`src/rtl/key_pkg.sv`:
```
// Shared types and constants for the push-button conditioning path.
package key_pkg;

  typedef enum logic [1:0] {
    IDLE         = 2'b00,
    PRESS_WAIT   = 2'b01,
    PRESSED      = 2'b10,
    RELEASE_WAIT = 2'b11
  } key_state_t;

  localparam int unsigned DEBOUNCE_20MS = 1000000;
  localparam int unsigned DEBOUNCE_SIM  = 8;

endpackage

```
`src/rtl/sync_2ff.sv`:
```
// Two-flop synchroniser for a single asynchronous input; reset loads RST_VAL.
module sync_2ff #(
  parameter logic RST_VAL = 1'b0
) (
  input  logic clk,
  input  logic rst_n,
  input  logic d,
  output logic q
);

  logic meta;

  always_ff @(posedge clk or negedge rst_n) begin
    if (!rst_n) begin
      meta <= RST_VAL;
      q    <= RST_VAL;
    end else begin
      meta <= d;
      q    <= meta;
    end
  end

endmodule

```
`src/rtl/key_debounce_pulse.sv`:
```
// Debounces a raw key and emits one-cycle press/release pulses plus a level.
// Press-to-pulse latency is DEBOUNCE_CYCLES+3 edges from the first sample.
module key_debounce_pulse
  import key_pkg::*;
#(
  parameter int unsigned DEBOUNCE_CYCLES = DEBOUNCE_20MS,
  parameter bit          KEY_ACTIVE_LOW  = 1'b1
) (
  input  logic CLK_50M,
  input  logic RST_N,
  input  logic KEY_IN,
  output logic KEY_LEVEL,
  output logic KEY_PULSE,
  output logic KEY_RELEASE
);

  localparam int unsigned          CNT_W    = $clog2(DEBOUNCE_CYCLES);
  localparam logic [CNT_W-1:0]     CNT_LAST = CNT_W'(DEBOUNCE_CYCLES - 1);
  localparam logic                 IDLE_LVL = KEY_ACTIVE_LOW ? 1'b1 : 1'b0;

  logic             key_sync;
  logic             key_s;
  logic [CNT_W-1:0] cnt;
  key_state_t       state;

  sync_2ff #(
    .RST_VAL (IDLE_LVL)
  ) u_sync (
    .clk   (CLK_50M),
    .rst_n (RST_N),
    .d     (KEY_IN),
    .q     (key_sync)
  );

  // Normalise so key_s = 1 always means pressed.
  assign key_s = key_sync ^ IDLE_LVL;

  always_ff @(posedge CLK_50M or negedge RST_N) begin
    if (!RST_N) begin
      state       <= IDLE;
      cnt         <= '0;
      KEY_LEVEL   <= 1'b0;
      KEY_PULSE   <= 1'b0;
      KEY_RELEASE <= 1'b0;
    end else begin
      KEY_PULSE   <= 1'b0;
      KEY_RELEASE <= 1'b0;
      case (state)
        IDLE: begin
          if (key_s) begin
            state <= PRESS_WAIT;
            cnt   <= '0;
          end
        end
        PRESS_WAIT: begin
          // A flip on the terminal count is still a bounce: check level first.
          if (!key_s) begin
            state <= IDLE;
            cnt   <= '0;
          end else if (cnt == CNT_LAST) begin
            state     <= PRESSED;
            cnt       <= '0;
            KEY_PULSE <= 1'b1;
            KEY_LEVEL <= 1'b1;
          end else begin
            cnt <= cnt + 1'b1;
          end
        end
        PRESSED: begin
          if (!key_s) begin
            state <= RELEASE_WAIT;
            cnt   <= '0;
          end
        end
        RELEASE_WAIT: begin
          if (key_s) begin
            state <= PRESSED;
            cnt   <= '0;
          end else if (cnt == CNT_LAST) begin
            state       <= IDLE;
            cnt         <= '0;
            KEY_RELEASE <= 1'b1;
            KEY_LEVEL   <= 1'b0;
          end else begin
            cnt <= cnt + 1'b1;
          end
        end
      endcase
    end
  end

endmodule

```
`config.mk`:
```
export PLATFORM = sky130hd
export DESIGN_NAME = key_debounce_pulse
export DESIGN_NICKNAME = d
export VERILOG_FILES = /design/src/rtl/key_pkg.sv /design/src/rtl/sync_2ff.sv /design/src/rtl/key_debounce_pulse.sv
export SDC_FILE = /design/constraint.sdc
export NUM_CORES = 1
export LEC_CHECK = 0
export CAP_MARGIN = 40
export CORE_MARGIN = 2
export CORE_UTILIZATION = 45
export CTS_BUF_LIST = sky130_fd_sc_hd__clkbuf_2 sky130_fd_sc_hd__clkbuf_4 sky130_fd_sc_hd__clkbuf_8
export DETAILED_ROUTE_END_ITERATION = 7
export PLACE_DENSITY_LB_ADDON = 0.08
export REMOVE_ABC_BUFFERS = 1
export SYNTH_ARGS = -nofsm -noshare
export SYNTH_HDL_FRONTEND = slang
export SYNTH_SLANG_ARGS = --single-unit
```
`constraint.sdc`:
```
create_clock -name CLK_50M -period 2 [get_ports CLK_50M]
set_input_delay 0.5 -clock CLK_50M [delete_from_list [all_inputs] [get_ports CLK_50M]]
set_output_delay 0.5 -clock CLK_50M [all_outputs]
set_load 0.02 [all_outputs]
```
Word level (Yosys, flattened, before mapping)
Index checks and enable logic that the tools add are counted.
- add/subtract/negate cells: 1
- equal/unequal tests: 12
- muxes and demuxes: 23
- reductions and logical operators: 5
- operators with widths (kind ; count):
    two-way mux 20 bit ; 5
    one-hot mux 20 bit (4 select lines) ; 1
    adder 20 x 1 -> 20 bit, second input constant ; 1
    == test 20 bit, second input constant ; 1
    two-way mux 2 bit ; 6
    two-way mux 1 bit ; 9
    != test 2 bit, second input constant ; 4
    one-hot mux 2 bit (4 select lines) ; 1
    AND reduction 5 bit ; 1
    == test 2 bit, second input constant ; 2
    != test 2 x 1 -> 1 bit, second input constant ; 2
    AND reduction 4 bit ; 1
    != test 3 x 2 -> 1 bit, second input constant ; 1
    != test 3 bit, second input constant ; 1
    == test 2 x 1 -> 1 bit, second input constant ; 1
    zero test 2 bit ; 1
    one-hot mux 1 bit (2 select lines) ; 1
    AND reduction 2 bit ; 1
    nonzero test 2 bit ; 1
- bits in registers: 27
- input port bits: 3
- output and inout bits: 3

Logic depth before layout (Yosys ltp)
- depth after elaboration: 4
- mapped depth: 7
- depth with buffers taken out: 6

Hierarchy
A second synthesis with hierarchy kept.
- cells, all modules: 148
- area total of the unflattened synthesis: 1382.6 um^2
- by module, submodules not included (module ; instances ; cells each ; area an instance (um^2) ; seq. area each (um^2)):
    key_debounce_pulse ; 1 ; 146 ; 1330.0 ; 625.6
    sync_2ff ; 1 ; 2 ; 52.6 ; 52.6

Worst setup path before layout
OpenSTA, ideal clock, no wires.
- path type: register -> register
- start point: register cnt[0]
- end point: register cnt[3]
- library setup time: 121 ps
- arrival time: 1758 ps
- required time: 1879 ps
- path slack: 121 ps
- cell stages (with the launch flop): 7
- path buffers: 1
- period minus slack after synthesis: 1879 ps
- cells stage by stage: dfrtp_1 ha_1 nand2_1 nor4_1 a21oi_1 clkbuf_1 a22o_1
- word-level cells in the longest chain between the ends: 4
- elaborated cells on any way between the ends: 6
- ends and longest elaborated chain (what ; line ; text):
    from (decl) ; key_debounce_pulse.sv:23 ; logic [CNT_W-1:0] cnt;
    from (signal assigned) ; key_debounce_pulse.sv:66 ; cnt <= cnt + 1'b1;
    from (signal assigned) ; key_debounce_pulse.sv:85 ; cnt <= cnt + 1'b1;
    adder 20 x 1 -> 20 bit / == test 20 bit (equally long branches) ; - ;
    two-way mux 20 bit (*) ; key_debounce_pulse.sv:60, key_debounce_pulse.sv:79 ;
    two-way mux 20 bit, on equally long branches ; key_debounce_pulse.sv:76, key_debounce_pulse.sv:57 ;
    one-hot mux 20 bit (4 select lines) (*) ; key_debounce_pulse.sv:48 ; case (state)
Every way passes the cells marked *; elsewhere a longest branch is shown, timed or not.
A chain may end at the register's enable or synchronous reset.

Worst setup path after layout
Ends and elaborated chain as after synthesis.

==> impl_metrics.py <==
metrics = {
    "grt": {
        "grt_first_pass_wirelength_mm": 5.26,
        "grt_max_degree": 28,
        "grt_pass1_vias": 1139,
        "grt_remaining_overflow": 0,
        "track_usage": 0.200,
        "antenna_found_initial": 0,
    },
    "die": {
        "die_w_um": 58.7,
        "core_um2": 2810,
        "die_h_um": 58.7,
        "top_level_ports": 6,
        "start_util": 0.481,
        "die_area_um2": 3450,
        "row_count": 19,
    },
    "synthesis": {
        "yosysWarnings": 0,
        "synth_area_leader_cell": "dfrtp_1",
        "synth_top_area_frac": 0.464,
        "synthesis.area_um2": 1350,
        "synth-seq-cells": 27,
        "synth_cells": 148,
        "ys.flop_type": "dfrtp_1",
        "synth_edf_count": 0,
        "seq_area_frac_synth": 0.503,
        "synth.area.top_cells": "dfrtp_1 (46%), o21ai_0 (6.3%), nand2_1 (4.7%), a21oi_1 (4.5%), dfstp_2 (3.9%)",
        "async_flop_share": 1.00,
        "avgSynthCellArea_um2": 9.11,
        "yosysUniqueCellTypes": 34,
    },
    "sta": {
        "clock_skew_ps": 9.61,
        "finalHoldViolations": 0,
        "clock.fmax_mhz": 536,
        "min_period_over_period": 0.932,
        "finalSetupViolCount": 0,
        "fin_crit_ps": 1860,
        "relSlewSlack": 0.428,
        "rsz0062_at_grt": "no",
        "tightest_slew_ps": 854,
        "drv_slew": 0,
    },
    "placement": {
        "place_congestion": 0.801,
        "post_dp_cell_area_um2": 1510,
        "port_buffers": 5,
        "place_hpwl_mm": 1.95,
    },
    "layout": {
        "diodes": 0,
        "mostFrequentLayoutCells": "dfrtp_1 (25), nand2_1 (17), o21ai_0 (17), a21oi_1 (12), buf_4 (10)",
        "layout_commonest_cell": "dfrtp_1",
        "utilization": 0.556,
        "area_growth_syn_to_layout_pct": 15.6,
        "final_net_count": 168,
        "finish.instance_area_um2": 1560,
        "drive_gt1_frac": 0.135,
    },
    "clock_network": {
        "cts_hold_buf": 0,
        "h-tree-depth": 1,
        "cts_buffer_depth": 2,
        "cts_buffers": 3,
        "cts_tree": "built",
        "numClockSinks": 27,
        "ctsRootBufferMaster": "clkbuf_4",
        "clk_pin_slew_ps": 160,
        "clk_latency_ps": 330,
    },
    "setup_path": {
        "reg2reg_depth": 8,
        "crit_path_end_kind": "flip-flop",
        "r2r_end": "cnt[3]$_DFFE_PN0P_",
        "reg2reg_setup_slack_ps": 140,
        "critPathMaxFanout": 24,
        "start_kind": "flip-flop",
        "worst_ep_arrival_time_ps": 2110,
        "rr_startpoint": "cnt[0]$_DFFE_PN0P_",
        "critPathKind": "reg -> reg",
        "cp.required_ps": 2240,
    },
    "worst_hold_path": {
        "hold_path_depth": 0,
        "hold-path-endpoint": "u_sync.q$_DFF_PN1_",
        "hp-class": "reg -> reg",
        "hp-start": "u_sync.meta$_DFF_PN1_",
    },
    "pwr": {
        "ir_drop_v": 0.000341,
        "power_density_nw_per_um2": 563,
        "p_leak_nw": 0.636,
        "p_total_mw": 0.878,
    },
    "routing": {
        "first_pass_iters": 6,
        "first_iter_violations": 50,
        "viasPerCell": 5.80,
        "wirelength_mm": 2.89,
        "via_count": 1126,
        "wl_per_cell_um": 14.9,
        "drc": 1,
        "ant_nets": 0,
    },
    "outcome": {
        "outcome": "finished with violations",
        "violations": "design-rule violations",
    },
    "flow_run": {
        "cap_violations": 0,
    },
}
==> stage by stage <==
step	setup WS [ps]	hold WS, ps	TNS, ps	std cells
detailed placement	108	354	0	189
global route	0.342	381	0	194
global placement	142	347	0	189
floorplan	-208	204	-1770	143
CTS	47.9	375	0	193
finish	135	373	0	194
==> cell type report <==
| type | instances | area, um^2 |
|---|---|---|
| clock buffer | 3 | 22.5 |
| clock inverter | 1 | 7.51 |
| fill | 266 | 1250 |
| inverter | 6 | 22.5 |
| multi-input combinational | 110 | 644 |
| sequential | 27 | 678 |
| tap | 31 | 38.8 |
| timing repair buffer | 16 | 145 |
==> synth_stat cells (2+ instances only) <==
library cell and instances:
nor3_1 5, and3_1 2, a31oi_1 7, a22o_1 3, clkbuf_1 4, nand4_1 2
a21oi_1 12, nand3_1 8, dfrtp_1 25, xor2_1 2, o21ai_0 17, or3_1 3
nor4_1 3, dfstp_2 2, nor2_1 8, a21o_1 3, xnor2_1 2, nand2_1 17
inv_1 6, nand2b_1 3
==> logic make-up after synthesis <==
group	share of synthesized area
AND/OR/NAND/NOR	0.235
AO/OA/AOI/OAI	0.188
flip-flops	0.503
buffers and inverters	0.0315
XOR/XNOR	0.0260
multiplexers	0.00742
adder cells (fa/ha/maj)	0.00927
==> what timing repair did <==
action	CTS	global route
endpoints found under the hold margin	0	0
setup endpoints to repair	0	5
resized for setup	0	3
setup buffers	0	1
==> worst max-delay path, stage by stage (launching register included) <==
cell and delay, ps:
dfrtp_1 430, ha_4 160, nand2_1 70, nor4_1 340, buf_4 190, a21oi_1 90
buf_12 170, a21o_1 160, a22o_1 170
==> metal layers <==
layer	vias to the layer above	GRT usage	share of wire
met5	-	0	0
met3	2	0.0286	0.042
met2	22	0.290	0.46
met1	537	0.303	0.49
li1	565	-	-
met4	0	0.0714	0.0059
==> where the power goes <==
group	switching, mW	internal (mW)	leakage, nW
Sequential	0.00625	0.554	0.367
Combinational	0.0417	0.0259	0.255
Clock	0.174	0.0764	0.0139
Total	0.222	0.657	0.636
==> worst max-delay path by stage <==
stage	from	to
final	cnt[0]$_DFFE_PN0P_	cnt[3]$_DFFE_PN0P_
after global routing	cnt[2]$_DFFE_PN0P_	cnt[15]$_DFFE_PN0P_
after CTS	cnt[3]$_DFFE_PN0P_	cnt[15]$_DFFE_PN0P_
after detailed placement	cnt[2]$_DFFE_PN0P_	cnt[15]$_DFFE_PN0P_
after global placement	cnt[3]$_DFFE_PN0P_	cnt[15]$_DFFE_PN0P_
after floorplan	cnt[0]$_DFFE_PN0P_	cnt[13]$_DFFE_PN0P_
==> state kept, by name, summed over array words and instances, names as in the netlist, named ones only <==
name         count
KEY_LEVEL        1
KEY_PULSE        1
KEY_RELEASE      1
cnt             20
state            1
u_sync.meta      1
u_sync.q         1
(Power assumes the default switching activity.)
